===== src/rtl/conv_pkg.sv =====
// conv_pkg: shared types and constants for the convolutor host-side driver.
//   drv_state_t      : driver FSM states (3-bit encoding)
//   CONV_OPW         : operand width of the convolutor core
//   CONV_RESW        : result width of the convolutor core
//   CONV_MIN_LATENCY : cycles the core needs after reset release before io_out is valid
package conv_pkg;

  typedef enum logic [2:0] {
    IDLE = 3'd0,
    RST  = 3'd1,
    RUN  = 3'd2,
    CAP  = 3'd3,
    RESP = 3'd4
  } drv_state_t;

  localparam int CONV_OPW         = 6;
  localparam int CONV_RESW        = 4;
  localparam int CONV_MIN_LATENCY = 7;

endpackage


===== src/rtl/conv_drv_timer.sv =====
// conv_drv_timer: cycle counter with a loadable terminal compare.
//   clk, reset : clock, asynchronous active-high reset
//   clear      : force the count to zero (wins over en)
//   en         : advance the count by one this cycle
//   term       : terminal value to compare against
//   done       : count equals term
module conv_drv_timer #(
  parameter int W = 5
) (
  input  logic         clk,
  input  logic         reset,
  input  logic         clear,
  input  logic         en,
  input  logic [W-1:0] term,
  output logic         done
);

  logic [W-1:0] count_reg;

  always_ff @(posedge clk or posedge reset) begin
    if (reset) begin
      count_reg <= '0;
    end else if (clear) begin
      count_reg <= '0;
    end else if (en) begin
      count_reg <= count_reg + 1'b1;
    end
  end

  assign done = (count_reg == term);

endmodule


===== src/rtl/conv_driver.sv =====
// conv_driver: host-side initiator for the bit-serial convolutor core.
//   clk, reset          : clock, asynchronous active-high reset
//   op_valid/op_ready   : operand pair handshake, op_a -> core bits [OPW-1:0],
//                         op_b -> core bits [2*OPW-1:OPW]
//   res_valid/res_ready : result handshake, res_data holds the captured core result
//   core_io_in          : operands to the core, held for the whole operation
//   core_reset          : core reset, high whenever the core is not computing
//   core_io_out         : core result input
//   busy                : high in any state other than IDLE
//   op_count            : completed operations, wraps 255 -> 0
module conv_driver
  import conv_pkg::*;
#(
  parameter int OPW        = CONV_OPW,
  parameter int RESW       = CONV_RESW,
  parameter int RST_CYCLES = 2,
  parameter int LATENCY    = 8
) (
  input  logic              clk,
  input  logic              reset,
  input  logic              op_valid,
  output logic              op_ready,
  input  logic [OPW-1:0]    op_a,
  input  logic [OPW-1:0]    op_b,
  output logic              res_valid,
  input  logic              res_ready,
  output logic [RESW-1:0]   res_data,
  output logic [2*OPW-1:0]  core_io_in,
  output logic              core_reset,
  input  logic [RESW-1:0]   core_io_out,
  output logic              busy,
  output logic [7:0]        op_count
);

  // One extra bit so the larger terminal value never wraps the counter.
  localparam int CW = $clog2(LATENCY + RST_CYCLES) + 1;
  localparam logic [CW-1:0] RST_TERM = CW'(RST_CYCLES - 1);
  localparam logic [CW-1:0] LAT_TERM = CW'(LATENCY - 1);

  drv_state_t state_reg, state_next;

  logic            timer_clear;
  logic            timer_en;
  logic            timer_done;
  logic [CW-1:0]   timer_term;

  logic [2*OPW-1:0] core_io_in_reg;
  logic [RESW-1:0]  res_data_reg;
  logic             res_valid_reg;
  logic [7:0]       op_count_reg;
  logic             core_reset_reg;
  logic             busy_reg;

  // The same timer measures both the reset hold and the compute wait;
  // only the terminal value changes with the state.
  conv_drv_timer #(.W(CW)) u_timer (
    .clk   (clk),
    .reset (reset),
    .clear (timer_clear),
    .en    (timer_en),
    .term  (timer_term),
    .done  (timer_done)
  );

  always_ff @(posedge clk or posedge reset) begin
    if (reset) begin
      state_reg <= IDLE;
    end else begin
      state_reg <= state_next;
    end
  end

  always_comb begin
    state_next  = state_reg;
    timer_clear = 1'b0;
    timer_en    = 1'b0;
    timer_term  = (state_reg == RST) ? RST_TERM : LAT_TERM;
    case (state_reg)
      IDLE: begin
        if (op_valid) begin
          state_next  = RST;
          timer_clear = 1'b1;
        end
      end
      RST: begin
        if (timer_done) begin
          state_next  = RUN;
          timer_clear = 1'b1;
        end else begin
          timer_en = 1'b1;
        end
      end
      RUN: begin
        if (timer_done) begin
          state_next = CAP;
        end else begin
          timer_en = 1'b1;
        end
      end
      CAP: begin
        state_next = RESP;
      end
      RESP: begin
        if (res_ready) begin
          state_next = IDLE;
        end
      end
      default: begin
        state_next = IDLE;
      end
    endcase
  end

  // core_reset and busy are registered from the next state so they line up
  // exactly with the state they describe without any input-to-output path.
  always_ff @(posedge clk or posedge reset) begin
    if (reset) begin
      core_io_in_reg <= '0;
      res_data_reg   <= '0;
      res_valid_reg  <= 1'b0;
      op_count_reg   <= 8'd0;
      core_reset_reg <= 1'b1;
      busy_reg       <= 1'b0;
    end else begin
      core_reset_reg <= (state_next != RUN);
      busy_reg       <= (state_next != IDLE);
      if (state_reg == IDLE && op_valid) begin
        core_io_in_reg <= {op_b, op_a};
      end
      if (state_reg == CAP) begin
        res_data_reg  <= core_io_out;
        res_valid_reg <= 1'b1;
        op_count_reg  <= op_count_reg + 8'd1;
      end else if (state_reg == RESP && res_ready) begin
        res_valid_reg <= 1'b0;
      end
    end
  end

  assign op_ready   = (state_reg == IDLE);
  assign res_valid  = res_valid_reg;
  assign res_data   = res_data_reg;
  assign core_io_in = core_io_in_reg;
  assign core_reset = core_reset_reg;
  assign busy       = busy_reg;
  assign op_count   = op_count_reg;

endmodule


===== config.mk =====
export PLATFORM = sky130hd
export DESIGN_NAME = conv_driver
export DESIGN_NICKNAME = d
export VERILOG_FILES = /design/src/rtl/conv_pkg.sv /design/src/rtl/conv_drv_timer.sv /design/src/rtl/conv_driver.sv
export SDC_FILE = /design/constraint.sdc
export NUM_CORES = 1
export LEC_CHECK = 0
export BUFFER_PORTS_ARGS = -buffer_cell sky130_fd_sc_hd__buf_2
export CAP_MARGIN = 20
export CORE_ASPECT_RATIO = 2
export CORE_UTILIZATION = 50
export CTS_CLUSTER_DIAMETER = 30
export DETAILED_ROUTE_END_ITERATION = 10
export PLACE_DENSITY = 0.84
export SLEW_MARGIN = 20
export SYNTH_ARGS = -nofsm -noshare
export SYNTH_HDL_FRONTEND = slang
export SYNTH_HIERARCHICAL = 1
export SYNTH_SLANG_ARGS = --single-unit

===== constraint.sdc =====
create_clock -name clk -period 6.3 [get_ports clk]
set_clock_uncertainty 0.2 [all_clocks]
set_input_delay 1.575 -clock clk [delete_from_list [all_inputs] [get_ports clk]]
set_output_delay 1.575 -clock clk [all_outputs]
set_load 0.02 [all_outputs]

==> results.md, run 1 <==
* Status: finished, final reports clean
* Most common cell in the synthesized netlist: dfrtp_1
* CP Class: flip-flop to output port
* Starting DRT DRC Count at 16
* Vias in the first global route at 1,253
* Core region area at roughly 3200 um^2
* Slew margin rel. at 0.472
* CTS tree: yes
* Routed WL per cell at around 15 um
* Chip height at around 83 um
* PostCTS Resize Cnt at 0
* Diode count at 0
* Number of max-cap violations at 0
* Design area at a little under 2000 um^2
* Met2 WL post-DR at ~1.8 mm
* Simple-gate portion of the synthesized area at 0.168
* Fin nets at about 210
* Top cell type by total area after synthesis: dfrtp_1
* Total grt overflow at 0
* I/O pins at between 40 and 50
* Adder-Cell Fraction of Synth Area at 0.0151
* Total setup buffers inserted after CTS at 0
* Rows at 29
* Vias per inst at about 5.2
* Total GRT Usage at 0.215
* EDFF count, synth at 0
* CP Cell Sequence: nor3_1 > buf_2
* Share of synthesized registers carrying an async set or reset at 1.00
* Multiplexer share of the synthesized area at 0.116
* Top sig layer: met4
* Main flop type after synthesis: dfrtp_1
* Via count at approximately 1,100
* Max Root-Sink Buffers at 2
* Initial antenna violation count at 0
* Layout cell share with drive strength beyond 1 at 0.401
* Post-layout min period at 3.05 ns
* Worst-skew pair later-pin latency at around 0.28 ns
* Arrival time worst endpoint at approximately 1.3 ns
* Drt first pass iters at 3
* Final core occ at 0.625
* DRC at 0
* Crit end category: output port
* Die Wd at ~43 um
* Flops & latches, synth at 35
* WL met3 at 103 um
* DP HPWL at between 2 and 2.5 mm
* Max Freq at around 330 MHz
* Initial Utilization at 0.525
* Avg Synthesized Cell Area at 12.2 um^2
* # hold bufs at CTS at 0
* Largest net degree at the start of global routing at 31
* Final Hold Vio Count at 0
* Slew @ Worst Pin at 0.789 ns
* RSZ-0062 raised after global routing: false
* Area delta synth->final at 19.1%
* GPL Wtd Cong at ~0.82
* Port buffer count at 47
* Synth Area in Compound Gates at 0.0302
* Largest family of logic cells by synthesized area: simple AND/OR/NAND/NOR gates
* H-tree depth at 2
* Worst Setup Start Kind: flip-flop
* Clock-pin slew on the worst setup and hold paths at 0.06 ns
* Register area share after synthesis at 0.529
* Antenna-violating nets left at 0
* Max stage delay on crit path at roughly 0.55 ns
* Crit path max fanout at 13
* TNS Setup at 0 ns
* Area post-placement at about 1900 um^2
* Clock root buffer: clkbuf_8
* Critical path required time at approximately 4.5 ns
* First-pass GRT wire length at 5.71 mm
* Finish-stage setup viols at 0
* Final wirelength at around 3.2 mm
* Hold WS at ~0.27 ns
* Post-synth cell types at 33
* Clk sinks at 35
* Cell Area, Synth at 1660 um^2
* Max-slew violations at 0
* Num CTS Buffers at 5
* Pleak at 1.01 nW
* Post-Synth XOR/XNOR Area at 0.0899
* Reg2reg setup slack at roughly 3.6 ns
* Die area at 3560 um^2
* Top-area cell type share of the netlist area at 0.514
* Top cells by area, synth: dfrtp_1 (51%), mux2_4 (9.1%), nand2_1 (4.8%)
* Max VDD drop at ~0.30 mV
* Hold Path Class: flip-flop to flip-flop
* Pwr Density at approximately 510 nW/um^2
* Slowest cell on crit path: dfrtp_1
* Instance count of the mapped netlist at 136
* Max FFs per register at 12
* Tcrit/Tclk final at 0.484
* Routed met1 length at approximately 1.2 mm
* Post-synth top cells: dfrtp_1 (34), nand2_1 (21), mux2_4 (10)
* Synth Warn # at 6
metrics by stage:
stage	total power [W]	setup WS, ns	cells
4_1_cts	0.00101	3.24	218
6_report	0.000997	3.25	218
3_5_place_dp	0.000830	3.17	210
5_1_grt	0.00107	3.16	218
2_1_floorplan	0.000718	3.50	137
3_3_place_gp	0.000800	3.28	210
area by class of cell:
class | instances | area [um^2]
clock buffer | 8 | 100
tap | 31 | 38.8
inverter | 4 | 15.0
sequential | 35 | 877
multi-input combinational | 93 | 707
fill | 258 | 1180
timing repair buffer | 47 | 235
worst paths after layout:
| path | from | end | depth (start not counted) |
|---|---|---|---|
| min reg2reg | op_count[7] | op_count[7] | 1 |
| min | op_count[7] | op_count[7] | 1 |
| max reg2reg | state_reg[1] | u_timer/count_reg[1] | 8 |
| max | state_reg[1] | op_ready | 2 |
| min in group asynchronous | reset | u_timer/count_reg[1] | 2 |
| max in group asynchronous | reset | res_data[0] | 2 |
logic make-up after synthesis:
| group | Yosys count |
|---|---|
| fa+ha+maj | 2 |
| mux | 14 |
| buf+inv | 9 |
| simple gates | 50 |
| other cells | 2 |
| flops | 35 |
| compound gates | 7 |
| xor+xnor | 17 |
cells in the final DEF (no fill, tap or decap), drive strengths merged:
master and instances:
buf 47, dfrtp 34, nand2 21, mux2 12, xnor2 9, xor2 8
clkbuf 8, nor2 7, nor3 7, nand4 4, inv 4, a21oi 3
conb 3, nand2b 3, nand3 2, mux2i 2, ha 2, nand3b 2
o31ai 1, and3b 1, a21boi 1, or3 1, o21ai 1, nor2b 1
a2111oi 1, and3 1, dfstp 1
worst max-delay path, delay by kind of cell (launching register included):
family | cells | cell delay, ns
flops | 1 | 0.55
simple gates | 1 | 0.24
buf+inv | 1 | 0.19
power breakdown:
part | internal, W | switching, W | total (W) | leakage (nW)
sequential | 0.000314 | 0.0000827 | 0.000397 | 0.429
clock | 0.0000996 | 0.0000744 | 0.000174 | 0.0515
combinational | 0.000193 | 0.000233 | 0.000426 | 0.533
total | 0.000607 | 0.000390 | 0.000997 | 1.01
per-layer routing:
metal	track usage	vias to the layer above
met3	0.0478	10
li1	-	545
met2	0.358	31
met5	0	-
met1	0.238	557
met4	0.131	0
(Power assumes the default switching activity.)
==> run 2: changes to the inputs <==
==> constraint.sdc (replaced) <==
create_clock -name clk -period 3.2 [get_ports clk]
set_clock_uncertainty 0.2 [all_clocks]
set_input_delay 0.8 -clock clk [delete_from_list [all_inputs] [get_ports clk]]
set_output_delay 0.8 -clock clk [all_outputs]
set_load 0.02 [all_outputs]
==> results.md, run 2 (synthesis gave the netlist of run 1 again) <==
* Fin nets at 209 (was 208)
* Max stage delay on crit path at 0.55 ns (about the same)
* Area delta synth->final at 19.6% (was 19.1%)
* Slew @ Worst Pin at 0.797 ns (was 0.789 ns)
* H-tree depth at 2 (unchanged)
* Routed WL per cell at 14.7 um (was 14.8 um)
* Top Family by Delay on Critical Path: simple AND/OR/NAND/NOR gates (was flip-flops)
* Finish-stage setup viols at 0 (unchanged)
* Pwr Density at 986 nW/um^2 (was 505 nW/um^2)
* Hold WS at 0.213 ns (was 0.268 ns)
* Diode count at 0 (unchanged)
* Max VDD drop at 0.521 mV (was 0.301 mV)
* Status: finished, final reports clean (unchanged)
* Final Hold Vio Count at 0 (unchanged)
* Max FFs per register at 12 (unchanged)
* Max Root-Sink Buffers at 2 (unchanged)
* Number of max-cap violations at 0 (unchanged)
* Die Wd at 42.7 um (unchanged)
* Multi-input logic area at 707 um^2 (unchanged)
* Tcrit/Tclk final at 0.822
* RSZ-0062 raised after global routing: false (unchanged)
* Crit end category: flip-flop (was output port)
* Initial antenna violation count at 0 (unchanged)
* I/O pins at 48 (unchanged)
* Hold Path Class: input port to asynchronous set/reset pin (was flip-flop to flip-flop)
* Vias in the first global route at 1,243 (was 1,253)
* # hold bufs at CTS at 0 (unchanged)
* Chip height at 83.4 um (unchanged)
* Critical path required time at 3.14 ns (was 4.53 ns)
* Clk sinks at 35 (unchanged)
* TNS Setup at 0 ns (unchanged)
* Num CTS Buffers at 5 (unchanged)
* Pleak at 1.02 nW (was 1.01 nW)
* Slew margin rel. at 0.468 (was 0.472)
* Worst Setup Start Kind: flip-flop (unchanged)
* Die area at 3560 um^2 (unchanged)
* CTS tree: yes (unchanged)
* Via count at 1,161 (was 1,143)
* DP HPWL at 2.46 mm (was 2.47 mm)
* Core region area at 3160 um^2 (unchanged)
* Most common cell after layout, fill and taps aside: buf_2 (unchanged)
* Final wirelength at 3.21 mm (was 3.23 mm)
* Fill cells at 258 (unchanged)
* Total GRT Usage at 0.204 (was 0.215)
* Layout cell share with drive strength beyond 1 at 0.399 (was 0.401)
* Port buffer count at 47 (unchanged)
* Most frequent cells in the layout: buf_2 (47), dfrtp_1 (34), nand2_1 (21) (unchanged)
* Arrival time worst endpoint at 2.57 ns (was 1.27 ns)
* Clock-pin slew on the worst setup and hold paths at 0.07 ns (was 0.06 ns)
* Largest net degree at the start of global routing at 22 (was 31)
* Post-layout min period at between 2 and 3 ns
* CP Class: flip-flop to flip-flop (was flip-flop to output port)
* CP Cell Sequence: nor2_1 > nand2_1 > xnor2_1 > nand3_1 > nor3_1 > nand2_1 > a21boi_0 > nor2_1 (was nor3_1 > buf_2)
* Antenna-violating nets left at 0 (unchanged)
* Worst-skew pair later-pin latency at 0.28 ns (about the same)
* PostCTS Resize Cnt at 0 (unchanged)
* Buffers & Inverters on Critical Path at 0 (was 1)
* Drt first pass iters at 5 (was 3)
* Starting DRT DRC Count at 11 (was 16)
* Slowest cell on crit path: dfrtp_1 (unchanged)
* Initial Utilization at 0.525 (unchanged)
* Total grt overflow at 0 (unchanged)
* Vias per inst at 5.30 (was 5.24)
* Clock root buffer: clkbuf_8 (unchanged)
* Max-slew violations at 0 (unchanged)
* GPL Wtd Cong at 0.879 (was 0.823)
* Crit path max fanout at 13 (unchanged)
* FF+latch area at 877 um^2 (unchanged)
* Total setup buffers inserted after CTS at 0 (unchanged)
* Rows at 29 (unchanged)
* First-pass GRT wire length at 5.44 mm (was 5.71 mm)
* Max Freq at around 380 MHz
* DRC at 0 (unchanged)
-- run 2: metrics by stage --
| stage | cells | setup slack (ns) | instance area, um^2 | power [W] | utilization |
|---|---|---|---|---|---|
| detailed placement | 211 | 0.545 | 1880 | 0.00163 | 0.596 |
| global route | 219 | 0.116 | 1980 | 0.00209 | 0.627 |
| finish | 219 | 0.571 | 1980 | 0.00195 | 0.627 |
| CTS | 219 | 0.544 | 1980 | 0.00198 | 0.627 |
| floorplan | 137 | 0.983 | 1660 | 0.00141 | - |
| global placement | 211 | 0.753 | 1880 | 0.00158 | 0.596 |
-- run 2: area by class of cell --
| cell class | count | share of cell area |
|---|---|---|
| flip-flops and latches | 35 | 0.443 |
| multi-input cells | 93 | 0.357 |
| repair buffers | 48 | 0.123 |
| clock buffers | 8 | 0.0505 |
| well taps | 31 | 0.0196 |
| inverters | 4 | 0.00758 |
-- run 2: worst paths after layout --
path                         startpoint              endpoint  slack [ns]  depth (start not counted)
max in group asynchronous         reset           res_data[1]        1.68                          3
min in group clk            op_count[7]           op_count[7]        0.27                          1
max                        state_reg[1]  u_timer/count_reg[3]        0.57                          8
max reg2reg                state_reg[1]  u_timer/count_reg[3]        0.57                          8
min                               reset  u_timer/count_reg[0]        0.21                          2
min reg2reg                 op_count[7]           op_count[7]        0.27                          1
-- run 2: per-layer routing --
metal,GRT usage,wire length (um),up-vias
met5,0,0,-
met4,0.134,146,0
met3,0.0413,127,13
met2,0.344,1760,38
met1,0.220,1170,560
li1,-,-,550
-- run 2: where the power goes --
group / switching [W] / total (W) / internal (W)
logic: 0.000456 / 0.000837 / 0.000381
registers: 0.000158 / 0.000776 / 0.000618
clock network: 0.000145 / 0.000341 / 0.000196
total: 0.000758 / 0.00195 / 0.00120
